`config.mk`:
```
export PLATFORM = sky130hd
export DESIGN_NAME = inner_lag_correlator
export DESIGN_NICKNAME = d
export VERILOG_FILES = /design/src/rtl/correlator_pkg.sv /design/src/rtl/lag_accum_ram.sv /design/src/rtl/inner_lag_correlator.sv
export SDC_FILE = /design/constraint.sdc
export NUM_CORES = 1
export LEC_CHECK = 0
export CORE_MARGIN = 5
export CORE_UTILIZATION = 49
export DETAILED_ROUTE_END_ITERATION = 10
export SYNTH_ARGS = -nofsm -noshare
export SYNTH_HDL_FRONTEND = slang
export SYNTH_SLANG_ARGS = --single-unit
```
`constraint.sdc`:
```
create_clock -name clock_x -period 19.9 [get_ports clock_x]
set_input_delay 4.975 -clock clock_x [delete_from_list [all_inputs] [get_ports clock_x]]
set_output_delay 4.975 -clock clock_x [all_outputs]
set_load 0.02 [all_outputs]
```
`src/rtl/correlator_pkg.sv`:
```
// Shared types and helpers for the inner-lag correlator: FSM states, sample and
// accumulator containers, and the saturating accumulate used when INNER_CORR_SATURATE_EN is set.
package correlator_pkg;

  typedef enum logic [1:0] {
    CLEAR,
    IDLE,
    SWEEP,
    DUMP
  } corr_state_e;

  localparam int unsigned SAMPLE_MAX_W = 16;
  localparam int unsigned ACC_MAX_W    = 64;

  typedef struct packed {
    logic signed [SAMPLE_MAX_W-1:0] i;
    logic signed [SAMPLE_MAX_W-1:0] q;
  } cplx_t;

  typedef struct packed {
    logic signed [ACC_MAX_W-1:0] cos;
    logic signed [ACC_MAX_W-1:0] sin;
  } acc_pair_t;

  // Operands arrive sign-extended to ACC_MAX_W; w must stay at or below ACC_MAX_W-2.
  function automatic logic signed [ACC_MAX_W-1:0] sat_add(
    input logic signed [ACC_MAX_W-1:0] a,
    input logic signed [ACC_MAX_W-1:0] b,
    input int unsigned                 w
  );
    logic signed [ACC_MAX_W-1:0] s, mx, mn;
    s  = a + b;
    mx = (64'sd1 <<< (w - 1)) - 64'sd1;
    mn = -(64'sd1 <<< (w - 1));
    if (s > mx)      return mx;
    else if (s < mn) return mn;
    else             return s;
  endfunction

endpackage

```
`src/rtl/lag_accum_ram.sv`:
```
// Per-lag {cos, sin} accumulator storage: one synchronous read port, one write port, no reset.
// A read and write to the same address in one cycle returns the old contents.
module lag_accum_ram #(
  parameter int unsigned DEPTH = 12,
  parameter int unsigned DW    = 48,
  parameter int unsigned AW    = 4
) (
  input  logic          clk_i,
  input  logic          we_i,
  input  logic [AW-1:0] waddr_i,
  input  logic [DW-1:0] wdata_i,
  input  logic [AW-1:0] raddr_i,
  output logic [DW-1:0] rdata_o
);

  logic [DW-1:0] mem_q [DEPTH];

  always_ff @(posedge clk_i) begin
    if (we_i) mem_q[waddr_i] <= wdata_i;
    rdata_o <= mem_q[raddr_i];
  end

endmodule

```
`src/rtl/inner_lag_correlator.sv`:
```
// Per-frame complex autocorrelation R[k] = sum x[n]*conj(x[n-k]) for k = 0..LAGS-1.
// Define INNER_CORR_SATURATE_EN for saturating accumulators; otherwise they wrap.
module inner_lag_correlator
  import correlator_pkg::*;
#(
  parameter int unsigned WIDTH = 4,
  parameter int unsigned ACCUM = 24,
  parameter int unsigned LAGS  = 12
) (
  input  logic                    clock_x,
  input  logic                    reset_xn,
  input  logic                    valid_i,
  output logic                    ready_o,
  input  logic                    tlast_i,
  input  logic signed [WIDTH-1:0] dat_i_i,
  input  logic signed [WIDTH-1:0] dat_q_i,
  output logic                    valid_o,
  input  logic                    ready_i,
  output logic                    tlast_o,
  output logic signed [ACCUM-1:0] dat_cos_o,
  output logic signed [ACCUM-1:0] dat_sin_o
);

  localparam int unsigned   AW   = (LAGS > 1) ? $clog2(LAGS) : 1;
  localparam int unsigned   PW   = 2 * WIDTH + 1;
  localparam logic [AW-1:0] LAST = AW'(LAGS - 1);

  corr_state_e state_q, state_d;
  logic [AW-1:0] ptr_q, ptr_d, addr_q, addr_d, ptr_nxt;
  logic pend_q, pend_d, last_q, last_d;
  logic signed [WIDTH-1:0] hist_i_q [LAGS];
  logic signed [WIDTH-1:0] hist_i_d [LAGS];
  logic signed [WIDTH-1:0] hist_q_q [LAGS];
  logic signed [WIDTH-1:0] hist_q_d [LAGS];
  logic valid_q, valid_d, tlast_q, tlast_d;
  logic signed [ACCUM-1:0] cos_q, cos_d, sin_q, sin_d;

  logic                    ram_we;
  logic [AW-1:0]           ram_waddr;
  logic [2*ACCUM-1:0]      ram_wdata, ram_rdata;
  logic signed [ACCUM-1:0] rd_cos, rd_sin, new_cos, new_sin;
  logic signed [PW-1:0]    xi, xq, ki, kq, prod_c, prod_s;

  lag_accum_ram #(.DEPTH(LAGS), .DW(2 * ACCUM), .AW(AW)) u_ram (
    .clk_i  (clock_x),
    .we_i   (ram_we),
    .waddr_i(ram_waddr),
    .wdata_i(ram_wdata),
    .raddr_i(ptr_q),
    .rdata_o(ram_rdata)
  );

  assign rd_cos  = ram_rdata[2*ACCUM-1:ACCUM];
  assign rd_sin  = ram_rdata[ACCUM-1:0];
  assign ptr_nxt = (ptr_q == LAST) ? '0 : ptr_q + AW'(1);

  // Products for the lag whose stored sum returned from the RAM this cycle.
  assign xi     = PW'(hist_i_q[0]);
  assign xq     = PW'(hist_q_q[0]);
  assign ki     = PW'(hist_i_q[addr_q]);
  assign kq     = PW'(hist_q_q[addr_q]);
  assign prod_c = xi * ki + xq * kq;
  assign prod_s = xq * ki - xi * kq;

`ifdef INNER_CORR_SATURATE_EN
  acc_pair_t acc_ext, prod_ext;
  always_comb begin
    acc_ext.cos  = ACC_MAX_W'(rd_cos);
    acc_ext.sin  = ACC_MAX_W'(rd_sin);
    prod_ext.cos = ACC_MAX_W'(prod_c);
    prod_ext.sin = ACC_MAX_W'(prod_s);
  end
  assign new_cos = ACCUM'(sat_add(acc_ext.cos, prod_ext.cos, ACCUM));
  assign new_sin = ACCUM'(sat_add(acc_ext.sin, prod_ext.sin, ACCUM));
`else
  assign new_cos = rd_cos + ACCUM'(prod_c);
  assign new_sin = rd_sin + ACCUM'(prod_s);
`endif

  always_comb begin
    state_d   = state_q;
    ptr_d     = ptr_q;
    addr_d    = addr_q;
    pend_d    = 1'b0;
    last_d    = last_q;
    hist_i_d  = hist_i_q;
    hist_q_d  = hist_q_q;
    valid_d   = valid_q;
    tlast_d   = tlast_q;
    cos_d     = cos_q;
    sin_d     = sin_q;
    ram_we    = 1'b0;
    ram_waddr = addr_q;
    ram_wdata = '0;
    unique case (state_q)
      CLEAR: begin
        ram_we    = 1'b1;
        ram_waddr = ptr_q;
        ptr_d     = ptr_nxt;
        if (ptr_q == LAST) state_d = IDLE;
      end
      IDLE: begin
        if (valid_i) begin
          for (int unsigned k = 1; k < LAGS; k++) begin
            hist_i_d[k] = hist_i_q[k-1];
            hist_q_d[k] = hist_q_q[k-1];
          end
          hist_i_d[0] = dat_i_i;
          hist_q_d[0] = dat_q_i;
          last_d      = tlast_i;
          state_d     = SWEEP;
        end
      end
      SWEEP: begin
        // Read lag ptr, write it back one cycle later; pend with ptr back at 0 is the final write.
        if (pend_q) begin
          ram_we    = 1'b1;
          ram_wdata = {new_cos, new_sin};
        end
        if (pend_q && ptr_q == '0) begin
          if (last_q) begin
            state_d  = DUMP;
            hist_i_d = '{default: '0};
            hist_q_d = '{default: '0};
          end else begin
            state_d = IDLE;
          end
        end else begin
          pend_d = 1'b1;
          addr_d = ptr_q;
          ptr_d  = ptr_nxt;
        end
      end
      DUMP: begin
        if (valid_q && ready_i) begin
          valid_d = 1'b0;
          tlast_d = 1'b0;
          if (tlast_q) state_d = IDLE;
        end
        if (pend_q) begin
          valid_d = 1'b1;
          tlast_d = (addr_q == LAST);
          cos_d   = rd_cos;
          sin_d   = rd_sin;
        end
        if (!pend_q && (!valid_q || (ready_i && !tlast_q))) begin
          pend_d    = 1'b1;
          addr_d    = ptr_q;
          ptr_d     = ptr_nxt;
          ram_we    = 1'b1;
          ram_waddr = ptr_q;
        end
      end
      default: state_d = CLEAR;
    endcase
  end

  always_ff @(posedge clock_x or negedge reset_xn) begin
    if (!reset_xn) begin
      state_q  <= CLEAR;
      ptr_q    <= '0;
      addr_q   <= '0;
      pend_q   <= 1'b0;
      last_q   <= 1'b0;
      hist_i_q <= '{default: '0};
      hist_q_q <= '{default: '0};
      valid_q  <= 1'b0;
      tlast_q  <= 1'b0;
      cos_q    <= '0;
      sin_q    <= '0;
    end else begin
      state_q  <= state_d;
      ptr_q    <= ptr_d;
      addr_q   <= addr_d;
      pend_q   <= pend_d;
      last_q   <= last_d;
      hist_i_q <= hist_i_d;
      hist_q_q <= hist_q_d;
      valid_q  <= valid_d;
      tlast_q  <= tlast_d;
      cos_q    <= cos_d;
      sin_q    <= sin_d;
    end
  end

  assign ready_o   = (state_q == IDLE);
  assign valid_o   = valid_q;
  assign tlast_o   = tlast_q;
  assign dat_cos_o = cos_q;
  assign dat_sin_o = sin_q;

endmodule

```
==> out/metrics.yaml, run 1 <==
setup_path:
  reg2reg_depth: 20
  crit_arrival_ps: 8690
  startpoint: "addr_q[0]"
  cp.required_ps: 20160
  path_class: "reg -> reg"
  endpoint_kind: "flop"
  r2r_end: "u_ram.mem_q[6][19]"
  r2r_slack_ps: 11470
  cp_max_fo: 26
  cp-start-kind: "flop"
  crit_path_end: "u_ram.mem_q[6][19]"
  timing.rr.start: "addr_q[0]"
timing:
  slew_headroom: 0.1542
  fmax_mhz: 118.7
  final_max_slew_viol_count: 0
  finalSetupViolCount: 0
  skew_ps: 17.35
  min_period_over_period: 0.4235
  rsz0062_at_grt: "no"
  min_period_ps: 8427
  fin_setup_tns_ps: 0
  worst_pin_slew_ps: 1266
  finalHoldViolCount: 0
layout:
  fillCellCount: 6161
  final_layout_size_suffix_gt1_frac: 0.1638
  area_growth_pct: 12.16
  diodes: 0
  nets: 2886
  ff_latch_area_um2: 22230
  multi_input_area_um2: 14650
hold_path:
  hold_path_class: "reg -> reg"
  min_from: "hist_q_q[3]"
yosys:
  synth.most_common_cell: "edfxtp_1"
  synthTopCellsByArea: "edfxtp_1 45%, dfrtp_1 10%, mux4_2 9.5%"
  synthTopCellsByCount: "576 x edfxtp_1, 216 x inv_1, 209 x nand2_1"
  synth.distinct_cells: 75
  synth_top_area_frac: 0.4547
  synth_edf_count: 576
  synthFlopType: "edfxtp_1"
  seq_area_frac_synth: 0.5839
  syn-num-nets: 2817
  synthCells: 2514
  async_flop_share: 0.2020
  yosysTopAreaCell: "edfxtp_1"
  synth-seq-cells: 782
  yosys_warnings: 0
  syn_area_um2: 38040
  synth_area_per_cell_um2: 15.13
cts:
  cts.sinks: 782
  cts_tree: "yes"
  cts_hold_buf: 0
  cts_setup_buffers: 0
  clk_latency_ps: 630
  htreeDepth: 3
  clockBufferDepth: 3
  cts-root-buf: "clkbuf_16"
  path_clk_slew_ps: 60
  cts_made_buffers: 84
  cts_resized: 0
die:
  die_w_um: 288.6
  pin_count: 64
  num_rows: 102
  die_area_um2: 83300
  die_h_um: 288.6
  core_um2: 77210
  start_util: 0.4926
placement:
  gp_congestion: 0.8530
  io_buffers: 63
  place_hpwl_um: 52190
drt:
  drc: 0
  drt-wirelength-per-cell_um: 22.60
  dr_total_vias: 20520
  routed_wl_um: 83400
  detail_route.first_pass.iterations: 5
  via_per_inst: 5.561
  drt_first_iter_violations: 1510
  final_antenna_net_count: 0
global_routing:
  antenna_found_initial: 2
  grt_pass1_vias: 21500
  grt_max_degree: 112
  track_usage: 0.2038
  grt_overflow: 0
  grt_first_pass_wirelength_um: 129200
job:
  max_cap_viol_count: 0
run_status:
  status: "finished clean"
how the worst min path moves through the flow:
stage / to / slack, ps / cells past startpoint
after detailed placement: hist_q_q[3] / 470 / 2
after global routing: dat_cos_o[5] / 510 / 1
after CTS: hist_q_q[2] / 490 / 2
after global placement: hist_q_q[2] / 460 / 2
final: hist_q_q[3] / 480 / 2
after floorplan: hist_q_q[2] / 440 / 2
cell usage in the layout, fill, tap and decap left out, drive strengths merged, types with 9 or more instances in the layout:
master and count:
a21o 17, a21oi 36, and2 34, and3 9, buf 33, clkbuf 110, clkdlybuf4s50 62, clkinv 28
dfrtp 158, dfxtp 48, edfxtp 576, fa 166, ha 124, inv 221, mux2 53, mux2i 61
mux4 167, nand2 209, nand2b 112, nand3 13, nor2 61, nor2b 11, nor3 14, o21a 11
o21ai 184, o22ai 10, xnor2 24, xor2 18
worst max-delay path, stage by stage (launching register included):
cell and delay [ps]:
dfrtp_1 420, buf_4 460, mux4_2 570, mux2i_1 330
o22ai_2 250, nand2_1 220, fa_1 480, fa_1 590
fa_1 790, inv_1 380, fa_1 600, inv_1 50
fa_1 470, inv_1 40, ha_1 340, a21oi_1 190
nand2_1 80, o41a_4 400, a41oi_2 320, nand3_1 120
a21oi_1 910
sequential cells by signal, indices dropped and copies added (netlist names):
register	flops
u_ram.mem_q	576
hist_i_q	48
hist_q_q	48
u_ram.rdata_o	48
dat_cos_o	24
dat_sin_o	24
addr_q	4
ptr_q	4
state_q	2
last_q	1
pend_q	1
tlast_o	1
valid_o	1
routing by layer:
metal / global-route usage / vias to the layer above / part of all wire
met1: 0.2968 / 10680 / 0.44
li1: - / 9238 / -
met3: 0.03457 / 86 / 0.064
met2: 0.3282 / 514 / 0.48
met4: 0.04477 / 2 / 0.016
met5: 0 / - / 0.00016
final cells by class:
cell class              instances  area share
flip-flops and latches        782      0.5210
multi-input cells            1403      0.3434
clock buffers                 110     0.05552
well taps                    1040     0.03050
repair buffers                 95     0.02073
inverters                     217     0.01909
clock inverters                43    0.009796
kinds of logic (layout without fill, tap and decap cells):
family                   Yosys count  in the layout  share of synthesized area
AO/OA/AOI/OAI                    310            310                    0.05171
AND/OR/NAND/NOR                  480            480                    0.06089
flip-flops                       782            782                     0.5839
buffers and inverters            329            465                    0.03434
XOR/XNOR                          42             42                   0.009671
adder cells (fa/ha/maj)          290            290                     0.1282
multiplexers                     281            281                     0.1313
stage by stage:
step | cells | setup slack (ps) | area, µm² | utilization | hold WS (ps)
floorplan | 2514 | 11410 | 38040 | - | 442.0
global placement | 3537 | 11330 | 39870 | 0.5164 | 456.6
detailed placement | 3537 | 11250 | 39870 | 0.5164 | 470.7
CTS | 3690 | 11360 | 42660 | 0.5525 | 486.2
global route | 3690 | 11030 | 42660 | 0.5525 | 510.1
finish | 3690 | 11470 | 42660 | 0.5525 | 484.0
Power of run 1 is not shown: default switching activity piles up to over one toggle a cycle in this logic, so the estimate is an artifact.
==> run 2: changes to the inputs <==
- clock period: 19.9 -> 8.15 ns (I/O delays scaled with it)
==> out/metrics.yaml, run 2 (synthesized netlist as in run 1, its figures left out) <==
placement:
  place_hpwl_um: 54140  # +3.7%
  dp_slack_ps: 399.9  # -10,850 ps
  io_buffers: 63  # unchanged
  gp_congestion: 0.8484  # -0.54%
  dp_cells: 3585  # +1.4%
cts:
  cts-root-buf: "clkbuf_16"
  clockBufferDepth: 3  # unchanged
  cts_hold_buf: 0  # unchanged
  cts.sinks: 782  # unchanged
  clk_latency_ps: 630  # about the same
  cts_tree: "yes"
  cts_resized: 0  # unchanged
  path_clk_slew_ps: 60  # about the same
  htreeDepth: 3  # unchanged
  cts_made_buffers: 86  # +2.4%
  cts_setup_buffers: 0  # unchanged
global_routing:
  grt_first_pass_wirelength_um: 132100  # +2.2%
  grt_overflow: 0  # unchanged
  antenna_found_initial: 0  # -2
  grt_max_degree: 115  # +2.7%
  grt_pass1_vias: 21820  # +1.5%
  track_usage: 0.2097  # +0.005904
setup_path:
  crit_chain: "buf_4, mux2_2, a21oi_1, o22ai_2, inv_2, nor2_1, fa_1, inv_1, fa_1, fa_1, inv_1, fa_1, inv_1, fa_1, inv_1, ha_1, a21oi_1, nand2_1, o41a_4, a41oi_2, o221ai_2, xnor2_1, nor2_1"
  crit_arrival_ps: 8050  # -640 ps
  cpMostUsedCell: "fa_1"
  endpoint_kind: "flop"
  startpoint: "addr_q[1]"
  path_class: "reg -> reg"
  timing.rr.start: "addr_q[1]"
  slowest_delay_ps: 950  # +40 ps
  cp.required_ps: 8480  # -11,680 ps
  cp-start-kind: "flop"
  cp_max_fo: 17  # -35%
  cp_slowest_cell: "dfrtp_1"
drt:
  drt-wirelength-per-cell_um: 22.80  # +0.89%
  final_antenna_net_count: 0  # unchanged
  drt_first_iter_violations: 1572  # +4.1%
  detail_route.first_pass.iterations: 5  # unchanged
  drc: 0  # unchanged
  via_per_inst: 5.548  # -0.23%
  dr_total_vias: 20770  # +1.2%
  routed_wl_um: 85380  # +2.4%
die:
  start_util: 0.4926  # unchanged
  die_h_um: 288.6  # unchanged
  die_w_um: 288.6  # unchanged
  core_um2: 77210  # unchanged
  num_rows: 102  # unchanged
  die_area_um2: 83300  # unchanged
  pin_count: 64  # unchanged
layout:
  final_layout_size_suffix_gt1_frac: 0.1764  # +0.01263
  layout_commonest_cell: "edfxtp_1"
  nets: 2936  # +1.7%
  mostFrequentLayoutCells: "576 x edfxtp_1, 216 x inv_1, 207 x nand2_1, 176 x o21ai_0, 166 x fa_1"
  largest_reg_flops: 576  # unchanged
  fillCellCount: 6079  # -1.3%
  regMostFlops: "u_ram.mem_q"
  diodes: 0  # unchanged
  fin_cells: 3744  # +1.5%
  area_growth_pct: 13.41
timing:
  skew_ps: 24.17  # +6.821 ps
  finalHoldViolCount: 0  # unchanged
  rsz0062_at_grt: "no"
  worst_pin_slew_ps: 1250  # -15.95 ps
  fin_ws_ps: 423.3  # -11,050 ps
  hold_ws_ps: 476.2  # -7.829 ps
  fmax_mhz: 129.4  # +9.1%
  min_period_over_period: 0.9481  # +0.5246
  min_period_ps: 7727  # -700.8 ps
  slew_headroom: 0.1603  # +0.006048
  finalSetupViolCount: 0  # unchanged
  final_max_slew_viol_count: 0  # unchanged
  fin_setup_tns_ps: 0  # unchanged
job:
  max_cap_viol_count: 0  # unchanged
hold_path:
  hold_path_class: "reg -> reg"
  min_from: "dat_sin_o[3]"
run_status:
  status: "finished clean"
-- run 2: cell types whose count changed in the layout (fill, tap and decap cells not counted), sizes merged --
cell,change
bufinv,+4
clkbuf,+2
buf,+48
clkinvlp,-1
inv,+1
-- run 2: path summary, 6_finish.rpt --
path / to / slack [ps] / depth (start not counted)
worst max-delay path: u_ram.mem_q[4][23] / 420 / 23
worst min-delay path: dat_sin_o[3] / 480 / 2
worst max register to register: u_ram.mem_q[4][23] / 420 / 23
worst min register to register: dat_sin_o[3] / 480 / 2
max in group asynchronous: dat_cos_o[8] / 5190 / 2
min in group asynchronous: hist_i_q[14] / 1510 / 1
-- run 2: layout make-up --
type                            count  area (µm²)  share of cell area
Clock buffer                      112        2395             0.05551
Clock inverter                     47       529.3             0.01227
Inverter                          217       814.5             0.01888
Multi-Input combinational cell   1403       14630              0.3391
Sequential cell                   782       22230              0.5152
Tap cell                         1040        1301             0.03016
Timing Repair Buffer              143        1245             0.02886
-- run 2: metrics by stage --
stage	util	area, µm²
floorplan	-	38040
global placement	0.5209	40220
detailed placement	0.5209	40220
CTS	0.5587	43140
global route	0.5587	43140
finish	0.5587	43140
-- run 2: routing by layer --
layer | GRT usage | share of wire
met4 | 0.05149 | 0.020
met1 | 0.3063 | 0.46
met3 | 0.03954 | 0.057
met5 | 0 | 0
met2 | 0.3311 | 0.47
-- run 2: critical path: cells and delay by family (launching register included) --
kind	cells	cell delay (ps)
simple gates	3	680
buf+inv	6	930
flops	1	950
mux	1	340
compound gates	6	1410
xor+xnor	1	140
fa+ha+maj	6	2990
Power of run 2 is left out for the same reason.
==> run 3: changes to the inputs <==
- ABC_CLOCK_PERIOD_IN_PS: default -> 8150
- SETUP_SLACK_MARGIN: default -> 0.2
==> out/metrics.yaml, run 3 (synthesized netlist as in run 1, its figures left out) <==
run_status:
  status: "finished clean"
layout:
  largest_reg_flops: 576  # unchanged
  mostFrequentLayoutCells: "576 x edfxtp_1, 216 x inv_1, 207 x nand2_1, 176 x o21ai_0, 166 x fa_1"
  regMostFlops: "u_ram.mem_q"
  area_growth_pct: 13.42  # about the same
  final_layout_size_suffix_gt1_frac: 0.1768  # +0.0003698
  fin_util: 0.5587  # about the same
  diodes: 0  # unchanged
  fin_cells: 3744  # unchanged
  layout_commonest_cell: "edfxtp_1"
  nets: 2936  # unchanged
die:
  core_um2: 77210  # unchanged
  num_rows: 102  # unchanged
  die_h_um: 288.6  # unchanged
  die_w_um: 288.6  # unchanged
  pin_count: 64  # unchanged
  die_area_um2: 83300  # unchanged
  start_util: 0.4926  # unchanged
cts:
  clockBufferDepth: 3  # unchanged
  cts_tree: "yes"
  htreeDepth: 3  # unchanged
  cts_made_buffers: 86  # unchanged
  cts-root-buf: "clkbuf_16"
  clk_latency_ps: 630  # about the same
  cts_hold_buf: 0  # unchanged
  cts.sinks: 782  # unchanged
  path_clk_slew_ps: 60  # about the same
setup_path:
  reg2reg_depth: 21  # -8.7%
  endpoint_kind: "flop"
  cp-start-kind: "flop"
  crit_arrival_ps: 7810  # -240 ps
  path_class: "reg -> reg"
  cp.required_ps: 8480  # about the same
  cp_max_fo: 26  # +9
timing:
  fmax_mhz: 133.7  # +3.3%
  slew_headroom: 0.1712  # +0.01093
  final_max_slew_viol_count: 0  # unchanged
  fin_setup_tns_ps: 0  # unchanged
  finalHoldViolCount: 0  # unchanged
  worst_pin_slew_ps: 1234  # -16.27 ps
  min_period_ps: 7481  # -245.6 ps
  finalSetupViolCount: 0  # unchanged
  min_period_over_period: 0.9179  # -0.03013
  rsz0062_at_grt: "no"
  skew_ps: 24.16  # -0.01420 ps
global_routing:
  grt_pass1_vias: 21820  # unchanged
  grt_first_pass_wirelength_um: 132100  # unchanged
  grt_overflow: 0  # unchanged
  track_usage: 0.2097  # unchanged
  grt_max_degree: 115  # unchanged
  antenna_found_initial: 0  # unchanged
drt:
  drc: 0  # unchanged
  routed_wl_um: 85450  # about the same
  drt-wirelength-per-cell_um: 22.82  # about the same
  drt_first_iter_violations: 1573  # +0.064%
  detail_route.first_pass.iterations: 5  # unchanged
  via_per_inst: 5.560  # +0.21%
  final_antenna_net_count: 0  # unchanged
  dr_total_vias: 20820  # +0.21%
placement:
  io_buffers: 63  # unchanged
  place_hpwl_um: 54140  # unchanged
  gp_congestion: 0.8484  # unchanged
  dp_cells: 3585  # unchanged
hold_path:
  hold_depth: 2  # unchanged
  hold_path_class: "reg -> reg"
job:
  max_cap_viol_count: 0  # unchanged
run 3: cell counts in the layout (fill, tap and decap cells not counted):
Identical to the previous run, type by type.
run 3: final timing paths:
check                      slack (ps)                  to    startpoint
min reg2reg                       480        dat_sin_o[3]  dat_sin_o[3]
max                               670  u_ram.mem_q[4][23]     addr_q[0]
max reg2reg                       670  u_ram.mem_q[4][23]     addr_q[0]
min                               480        dat_sin_o[3]  dat_sin_o[3]
min in group asynchronous        1510        hist_i_q[14]      reset_xn
max in group asynchronous        5190        dat_cos_o[8]      reset_xn
run 3: area by class of cell:
class / count / area (µm²)
Multi-Input combinational cell: 1403 / 14630
Timing Repair Buffer: 143 / 1245
Sequential cell: 782 / 22230
Clock buffer: 112 / 2395
Inverter: 217 / 814.5
Tap cell: 1040 / 1301
Fill cell: 6079 / 34070
Clock inverter: 47 / 529.3
run 3: repair_timing:
item / in CTS / in global routing
setup endpoints to repair: 0 / 96
setup buffers: 0 / 0
gates resized for setup: 0 / 1
endpoints found under the hold margin: 0 / 0
run 3: critical path, cell delays in order, from the launching register on:
cell      delay, ps
dfrtp_1         470
buf_12          270
mux4_1          590
mux2i_1         160
o22ai_2         130
nand2_1         190
fa_1            470
fa_1            540
fa_1            650
inv_1           360
fa_1            610
inv_1            50
fa_1            480
inv_1            40
ha_1            340
a21oi_1         190
nand2_1          90
o41a_4          400
a41oi_2         320
o221ai_2        160
xnor2_1         140
nor2_1          530
run 3: stage by stage:
step / hold WS [ps] / area, µm² / setup slack, ps
global placement: 458.8 / 40220 / 575.1
global route: 504.7 / 43140 / 206.9
CTS: 483.4 / 43140 / 356.4
detailed placement: 470.5 / 40220 / 399.9
finish: 476.2 / 43140 / 668.9
floorplan: 442.0 / 38040 / 1115
run 3: metal layers:
layer	routed length (µm)	track usage
met1	38940	0.3063
met2	39840	0.3311
met3	4945	0.03954
met4	1730	0.05149
met5	0	0
Power of run 3 is left out for the same reason.
